File: src/rtl/dtree_seq_engine.sv
// dtree_seq_engine: programmable sequential decision-tree classifier.
// One shared comparator walks a register-held node table, one node per clock.
//
// Node entry layout (MSB..LSB): {is_leaf, feat_sel[2:0], shift[2:0], thr[7:0], left, right}
//   internal: (feat[feat_sel] >> shift) <= thr ? left : right
//   leaf    : class = thr[CLASS_W-1:0]
//
// Ports:
//   clk, rst                   clock, asynchronous active-high reset
//   cfg_we/cfg_addr/cfg_wdata  node table write port, taken only while idle
//   cfg_ready                  write accepted this cycle (engine idle)
//   in_valid/in_ready/in_feat  sample handshake; feature i at [i*FEAT_W +: FEAT_W]
//   out_valid/out_ready        result handshake
//   out_class/out_err          result class, error flag (timeout or bad feature select)
//   busy                       engine not idle
module dtree_seq_engine #(
  parameter int unsigned N_FEAT    = 6,
  parameter int unsigned FEAT_W    = 8,
  parameter int unsigned CLASS_W   = 2,
  parameter int unsigned NODE_AW   = 6,
  parameter int unsigned MAX_DEPTH = 16
) (
  input  logic                        clk,
  input  logic                        rst,
  input  logic                        cfg_we,
  input  logic [NODE_AW-1:0]          cfg_addr,
  input  logic [15+2*NODE_AW-1:0]     cfg_wdata,
  output logic                        cfg_ready,
  input  logic                        in_valid,
  output logic                        in_ready,
  input  logic [N_FEAT*FEAT_W-1:0]    in_feat,
  output logic                        out_valid,
  input  logic                        out_ready,
  output logic [CLASS_W-1:0]          out_class,
  output logic                        out_err,
  output logic                        busy
);

  localparam int unsigned ENTRY_W = 15 + 2 * NODE_AW;
  localparam int unsigned N_NODES = 2 ** NODE_AW;
  localparam int unsigned DEPTH_W = (MAX_DEPTH > 1) ? $clog2(MAX_DEPTH) : 1;
  localparam logic [ENTRY_W-1:0] LEAF_CLASS0 = {1'b1, {(ENTRY_W - 1){1'b0}}};
  localparam logic [DEPTH_W-1:0] LAST_DEPTH  = DEPTH_W'(MAX_DEPTH - 1);

  typedef enum logic [1:0] {StIdle, StEval, StDone} state_e;

  state_e                      r_state;
  logic [ENTRY_W-1:0]          r_table [N_NODES];
  logic [N_FEAT*FEAT_W-1:0]    r_feat;
  logic [NODE_AW-1:0]          r_node_ptr;
  logic [DEPTH_W-1:0]          r_depth;
  logic                        r_out_valid;
  logic [CLASS_W-1:0]          r_out_class;
  logic                        r_out_err;

  logic [ENTRY_W-1:0]          w_entry;
  logic                        w_is_leaf;
  logic [2:0]                  w_feat_sel;
  logic [2:0]                  w_shift;
  logic [7:0]                  w_thr;
  logic [NODE_AW-1:0]          w_left;
  logic [NODE_AW-1:0]          w_right;
  logic [FEAT_W-1:0]           w_feat_val;
  logic                        w_feat_bad;
  logic                        w_go_left;
  logic                        w_idle;

  assign w_idle     = (r_state == StIdle);
  assign cfg_ready  = w_idle;
  // Config wins over a simultaneous sample; the sample waits a cycle.
  assign in_ready   = w_idle && !cfg_we;
  assign busy       = !w_idle;
  assign out_valid  = r_out_valid;
  assign out_class  = r_out_class;
  assign out_err    = r_out_err;

  assign w_entry    = r_table[r_node_ptr];
  assign w_is_leaf  = w_entry[ENTRY_W-1];
  assign w_feat_sel = w_entry[ENTRY_W-2 -: 3];
  assign w_shift    = w_entry[ENTRY_W-5 -: 3];
  assign w_thr      = w_entry[ENTRY_W-8 -: 8];
  assign w_left     = w_entry[2*NODE_AW-1 -: NODE_AW];
  assign w_right    = w_entry[NODE_AW-1:0];
  assign w_feat_bad = ({29'd0, w_feat_sel} >= N_FEAT);

  // Loop-based mux keeps out-of-range selects from indexing past the vector.
  always_comb begin
    w_feat_val = '0;
    for (int i = 0; i < int'(N_FEAT); i++) begin
      if (w_feat_sel == 3'(i)) w_feat_val = r_feat[i*FEAT_W +: FEAT_W];
    end
  end

  // Both sides zero-extended so the compare is unsigned regardless of FEAT_W.
  assign w_go_left = (32'(w_feat_val >> w_shift) <= 32'(w_thr));

  // Node table: reset restores every entry to leaf class 0.
  always_ff @(posedge clk or posedge rst) begin
    if (rst) begin
      for (int i = 0; i < int'(N_NODES); i++) r_table[i] <= LEAF_CLASS0;
    end else if (w_idle && cfg_we) begin
      r_table[cfg_addr] <= cfg_wdata;
    end
  end

  always_ff @(posedge clk or posedge rst) begin
    if (rst) begin
      r_state     <= StIdle;
      r_feat      <= '0;
      r_node_ptr  <= '0;
      r_depth     <= '0;
      r_out_valid <= 1'b0;
      r_out_class <= '0;
      r_out_err   <= 1'b0;
    end else begin
      unique case (r_state)
        StIdle: begin
          if (in_valid && !cfg_we) begin
            r_feat     <= in_feat;
            r_node_ptr <= '0;
            r_depth    <= '0;
            r_state    <= StEval;
          end
        end
        StEval: begin
          if (w_is_leaf) begin
            r_out_class <= w_thr[CLASS_W-1:0];
            r_out_err   <= 1'b0;
            r_out_valid <= 1'b1;
            r_state     <= StDone;
          end else if (w_feat_bad || (r_depth == LAST_DEPTH)) begin
            r_out_class <= '0;
            r_out_err   <= 1'b1;
            r_out_valid <= 1'b1;
            r_state     <= StDone;
          end else begin
            r_node_ptr <= w_go_left ? w_left : w_right;
            r_depth    <= r_depth + 1'b1;
          end
        end
        StDone: begin
          if (out_ready) begin
            r_out_valid <= 1'b0;
            r_state     <= StIdle;
          end
        end
        default: r_state <= StIdle;
      endcase
    end
  end

endmodule

File: config.mk
export PLATFORM = sky130hd
export DESIGN_NAME = dtree_seq_engine
export DESIGN_NICKNAME = d
export VERILOG_FILES = /design/src/rtl/dtree_seq_engine.sv
export SDC_FILE = /design/constraint.sdc
export NUM_CORES = 2
export LEC_CHECK = 0
export CORE_ASPECT_RATIO = 0.5
export CORE_MARGIN = 1
export CORE_UTILIZATION = 40
export CTS_CLUSTER_DIAMETER = 40
export DETAILED_ROUTE_END_ITERATION = 8
export SYNTH_ARGS = -nofsm -noshare
export SYNTH_HDL_FRONTEND = slang
export SYNTH_SLANG_ARGS = --single-unit
File: constraint.sdc
create_clock -name clk -period 73.1 [get_ports clk]
set_input_delay 14.62 -clock clk [delete_from_list [all_inputs] [get_ports clk]]
set_output_delay 14.62 -clock clk [all_outputs]
set_load 0.01 [all_outputs]
Word-level counts from Yosys, hierarchy flattened
Index checks and enable logic that the tools add are counted.
Storage, ports and cells
  flip-flop bits (word level): 1792
  bits in latches: 0
  bits in writable memories: 0
  memory bits (read-only): 0
  word-level logic and storage cells: 143
  memories kept: 0
Cells by class
  add/sub/neg operators: 1
  multiply operators: 0
  div/mod/pow operators: 0
  $lt $le $gt $ge: 5
  eq/ne operators: 13
  shifts and indexed selects: 1
  multiplexer cells: 33
  bitwise gates (word level): 2
  reduce and logical (&&, ||, !) cells: 17
Operator list (count)
  bitwise mux 1728 bit: 1
  binary-select mux 27 bit (select 6 bit): 1
  demux 27 bit (select 6 bit): 1
  two-way mux 27 bit: 3
  two-way mux 8 bit: 6
  less-or-equal comparator 32 x 8 -> 1 bit: 1
  >> shifter 8 x 3 -> 32 bit: 1
  two-way mux 6 bit: 4
  >= comparator 7 bit (second input constant): 2
  inverter 6 -> 7 bit: 2
  two-way mux 2 bit: 6
  two-way mux 4 bit: 3
  case mux 6 bit (2 select lines): 1
  case mux 4 bit (2 select lines): 1
  less-than comparator 7 x 1 -> 1 bit (second input constant): 1
  equality test 3 x 2 -> 1 bit (second input constant): 2
  equality test 3 bit (second input constant): 2
  inequality test 2 bit (second input constant): 3
  case mux 2 bit (3 select lines): 1
  AND reduction 3 bit: 2
  nonzero test 2 bit: 3
  adder 4 x 1 -> 4 bit (second input constant): 1
  equality test 4 bit (second input constant): 1
  logical AND 1 bit: 4
  14 further kinds: 19

Longest topological paths before layout
  depth after elaboration: 17
  mapped depth: 24

Worst setup path after synthesis
OpenSTA, ideal clock, no wires.
  kind: in2out
  start: in cfg_we
  end: out in_ready
  arrival time: 14809 ps
  required time: 58480 ps
  setup slack: 43671 ps
  stages: 1
  path buffers: 0
  cell sequence: nor2_1
On the way
  longest elaborated chain between the ends: 2
RTL lines
  from (decl): RTL line 25  | input logic cfg_we,
  zero test 1 bit: RTL line 71  | assign in_ready = w_idle && !cfg_we;
  logical AND 1 bit: RTL line 71
  to (decl): RTL line 30  | output logic in_ready,
No other way between the ends.

Worst setup path in the final report
Same ends and word-level chain as after synthesis.

==> flow_summary.toml <==
[synthesis]
synth_area_leader_cell = "dfrtp_1"
syn_inst = 4935
ys_async_sr_fraction_pct = 100.0
synth_top_area_share_pct = 53.07
yosysWarningCount = 0
yosys-top-cells-area = "dfrtp_1 (53%), mux2_2 (25%), mux4_2 (15%)"
synth-seq-cells = 1792
avgSynthCellArea_sq_um = 16.51
synth-main-ff-cell = "dfrtp_1"
ys_seq_area_share_pct = 55.13
syn_area_sq_um = 81480
ys_types = 63
synth-edff-count = 0
synthesis.nets = 5030

[clocking]
cts_setup_buffers = 0
path_clk_slew_ns = 0.06
insertion_delay_ns = 0.81
postCtsResizedCells = 0
hold_buffers = 0
cts_tree = "yes"
cts_buffers = 186
clk_path_buf_depth = 3
cts-root-buf = "clkbuf_16"
cts_max_level = 4
cts.sinks = 1792

[sta]
fin_crit_ns = 30.45
final_hold_viol_count = 0
max_slew_margin_pct = 12.75
fin_worst_skew_ns = 0.02421
max_freq_ghz = 0.03284
tightest_slew_ns = 1.306
rsz0062_at_grt = "no"
drv_slew = 0
fin_crit_sh_pct = 41.66
finalSetupViolCount = 0
tns_ns = 0

[drt]
drt_first_pass_iters = 5
vias = 44970
drc_errors = 0
wl_per_cell_um = 29.49
ant_nets = 0
first_iter_violations = 3675
viasPerCell = 5.795
drt_wl_total_mm = 228.8

[global_route]
grt_pass1_vias = 49520
grt_pass1_wl_mm = 339.7
antenna_found_initial = 21
grt.overflow.total = 0
grt_max_degree = 203
grt_use_total_pct = 22.62

[die]
dieArea_sq_um = 205600
ioPinCount = 93
fp.coreArea_sq_um = 201200
die_w_um = 640.3
die_h_um = 321.2
floorplan.initialDensity_pct = 40.51
core.rowCount = 116

[critical_path]
r2r_slack_ns = 64.91
cp_max_fo = 3
cp.arrival_ns = 15.83
critPathKind = "primary input to primary output"
start_kind = "primary input"
r2r_start = "r_node_ptr[0]"
slowest_stage = "clkdlybuf4s50_1"
cpPeakStageDelay_ns = 0.56
critical_path_required_ns = 58.48
cp-end-kind = "primary output"
timing.rr.end = "r_node_ptr[5]"
rr_worst_depth = 22
path_cells = "clkdlybuf4s50_1 > nor2_1 > clkdlybuf4s50_1"
cpMostUsedCell = "clkdlybuf4s50_1"

[power]
peakVddDrop_mv = 0.05073
p_clk_share_pct = 31.2
combPwrFrac_pct = 29.7
pwr_density_cell_nw_per_um2 = 34.97
power_frac_seq_pct = 39.1
p_sw_w = 0.001010
p_int_w = 0.002188
switching_share_pct = 31.59
leakage_nw = 42.37

[layout]
syn_to_final_growth_pct = 12.23
drive_gt1_share_pct = 58.65
nets = 4975
postLayoutCellArea_sq_um = 91450

[worst_hold_path]
holdPathEnd = "r_table[1551]"
hold_path_depth = 1
hp-start = "r_table[1551]"
hold_path_class = "register to register"

[place]
dp_hpwl_mm = 134.6
place_area_sq_um = 84960
port_buffers = 92
place.gp.congestion = 0.7955

[run]
max-cap-violations = 0

[run_status]
status = "complete, no violations"
## placed cells by master, fill, tap and decap left out, types with 9 or more instances in the layout
cell type	n
a21oi_1	14
a221oi_1	10
buf_2	27
buf_4	135
bufinv_16	22
clkbuf_1	40
clkbuf_16	193
clkbuf_8	28
clkdlybuf4s50_1	65
clkinv_2	28
clkinvlp_4	13
dfrtp_1	1724
dfstp_2	64
ha_1	9
inv_1	18
inv_6	13
mux2_2	1795
mux2i_1	38
mux4_2	545
nand2_1	20
nand2_2	48
nand3_1	19
nor2_1	24
nor2_4	12
o21ai_0	19
## registers in the layout (all words and copies together), names as in the netlist
name	count
r_table	1728
r_depth	4
r_state	2
r_node_ptr	6
out_err	1
r_feat	48
out_class	2
out_valid	1
## per-layer routing
metal,part of all wire [%],vias up,global-route usage [%]
li1,-,18400,-
met5,0.024,-,0
met4,2.4,8,6.056
met3,5.2,329,3.378
met1,44,25120,31.62
met2,48,1110,37.04
## cell families after synthesis
group           synth area share, %
simple gates                  1.040
buf+inv                       2.610
fa+ha+maj                    0.1382
xor+xnor                    0.01075
flops                         55.13
compound gates               0.6695
mux                           40.40
## critical path: cells and delay by family
kind	cells	cell delay, ns
AND/OR/NAND/NOR	1	0.19
buffers and inverters	2	1.02
## worst max-delay path by stage
stage          slack (ns)  startpoint  cells after the start      endpoint
5_1_grt             42.58      cfg_we                      3      in_ready
6_report            42.65      cfg_we                      3      in_ready
3_5_place_dp        42.64      cfg_we                      3      in_ready
3_3_place_gp        42.59      cfg_we                      3      in_ready
2_1_floorplan        7.99         rst                      1  out_class[0]
4_1_cts             42.64      cfg_we                      3      in_ready
## Yosys cell counts, types with 3 or more instances
| cell type | count |
|---|---|
| mux2_2 | 1795 |
| dfrtp_1 | 1728 |
| mux4_2 | 545 |
| clkbuf_1 | 345 |
| nand2_1 | 68 |
| dfstp_2 | 64 |
| buf_2 | 50 |
| buf_1 | 46 |
| mux2i_1 | 38 |
| nor2_1 | 36 |
| inv_1 | 19 |
| nand3_1 | 19 |
| o21ai_0 | 19 |
| a21oi_1 | 14 |
| buf_6 | 14 |
| buf_4 | 12 |
| a221oi_1 | 10 |
| ha_1 | 9 |
| nor2b_1 | 9 |
| nor3_1 | 9 |
| nand2b_1 | 8 |
| o21ai_1 | 6 |
| a21o_1 | 4 |
| and2_1 | 4 |
| nand3b_1 | 4 |
| nand4_1 | 4 |
| o22ai_1 | 4 |
| a22oi_1 | 3 |
| and3_1 | 3 |
| clkinv_1 | 3 |
## area by class of cell
class | instances | area, sq um
fill | 17220 | 109700
sequential | 1792 | 44940
multi-input combinational | 2648 | 34690
clock buffer | 261 | 5365
tap | 2714 | 3396
timing repair buffer | 229 | 1839
clock inverter | 84 | 1107
inverter | 23 | 98.84
antenna | 8 | 20.02
## power groups by stage
stage               Sequential [W]  Combinational [W]  Clock [W]
CTS                        0.00125           0.000957    0.00102
finish                     0.00125           0.000948   0.000999
floorplan                  0.00123           0.000690          0
global route               0.00127            0.00100    0.00106
global placement           0.00125           0.000933          0
detailed placement         0.00127           0.000954          0
## metrics by stage
stage	hold slack, ns	util [%]	instances	total power, W	setup slack (ns)
6_report	0.4994	45.46	7759	0.003198	42.65
5_1_grt	0.5052	45.45	7754	0.003334	42.58
4_1_cts	0.5009	45.45	7751	0.003225	42.64
3_5_place_dp	0.4871	42.23	7406	0.002222	42.64
3_3_place_gp	0.4787	42.23	7406	0.002183	42.59
2_1_floorplan	0.4704	-	4935	0.001920	7.995
Note: power is estimated with default switching activity, not from simulation.
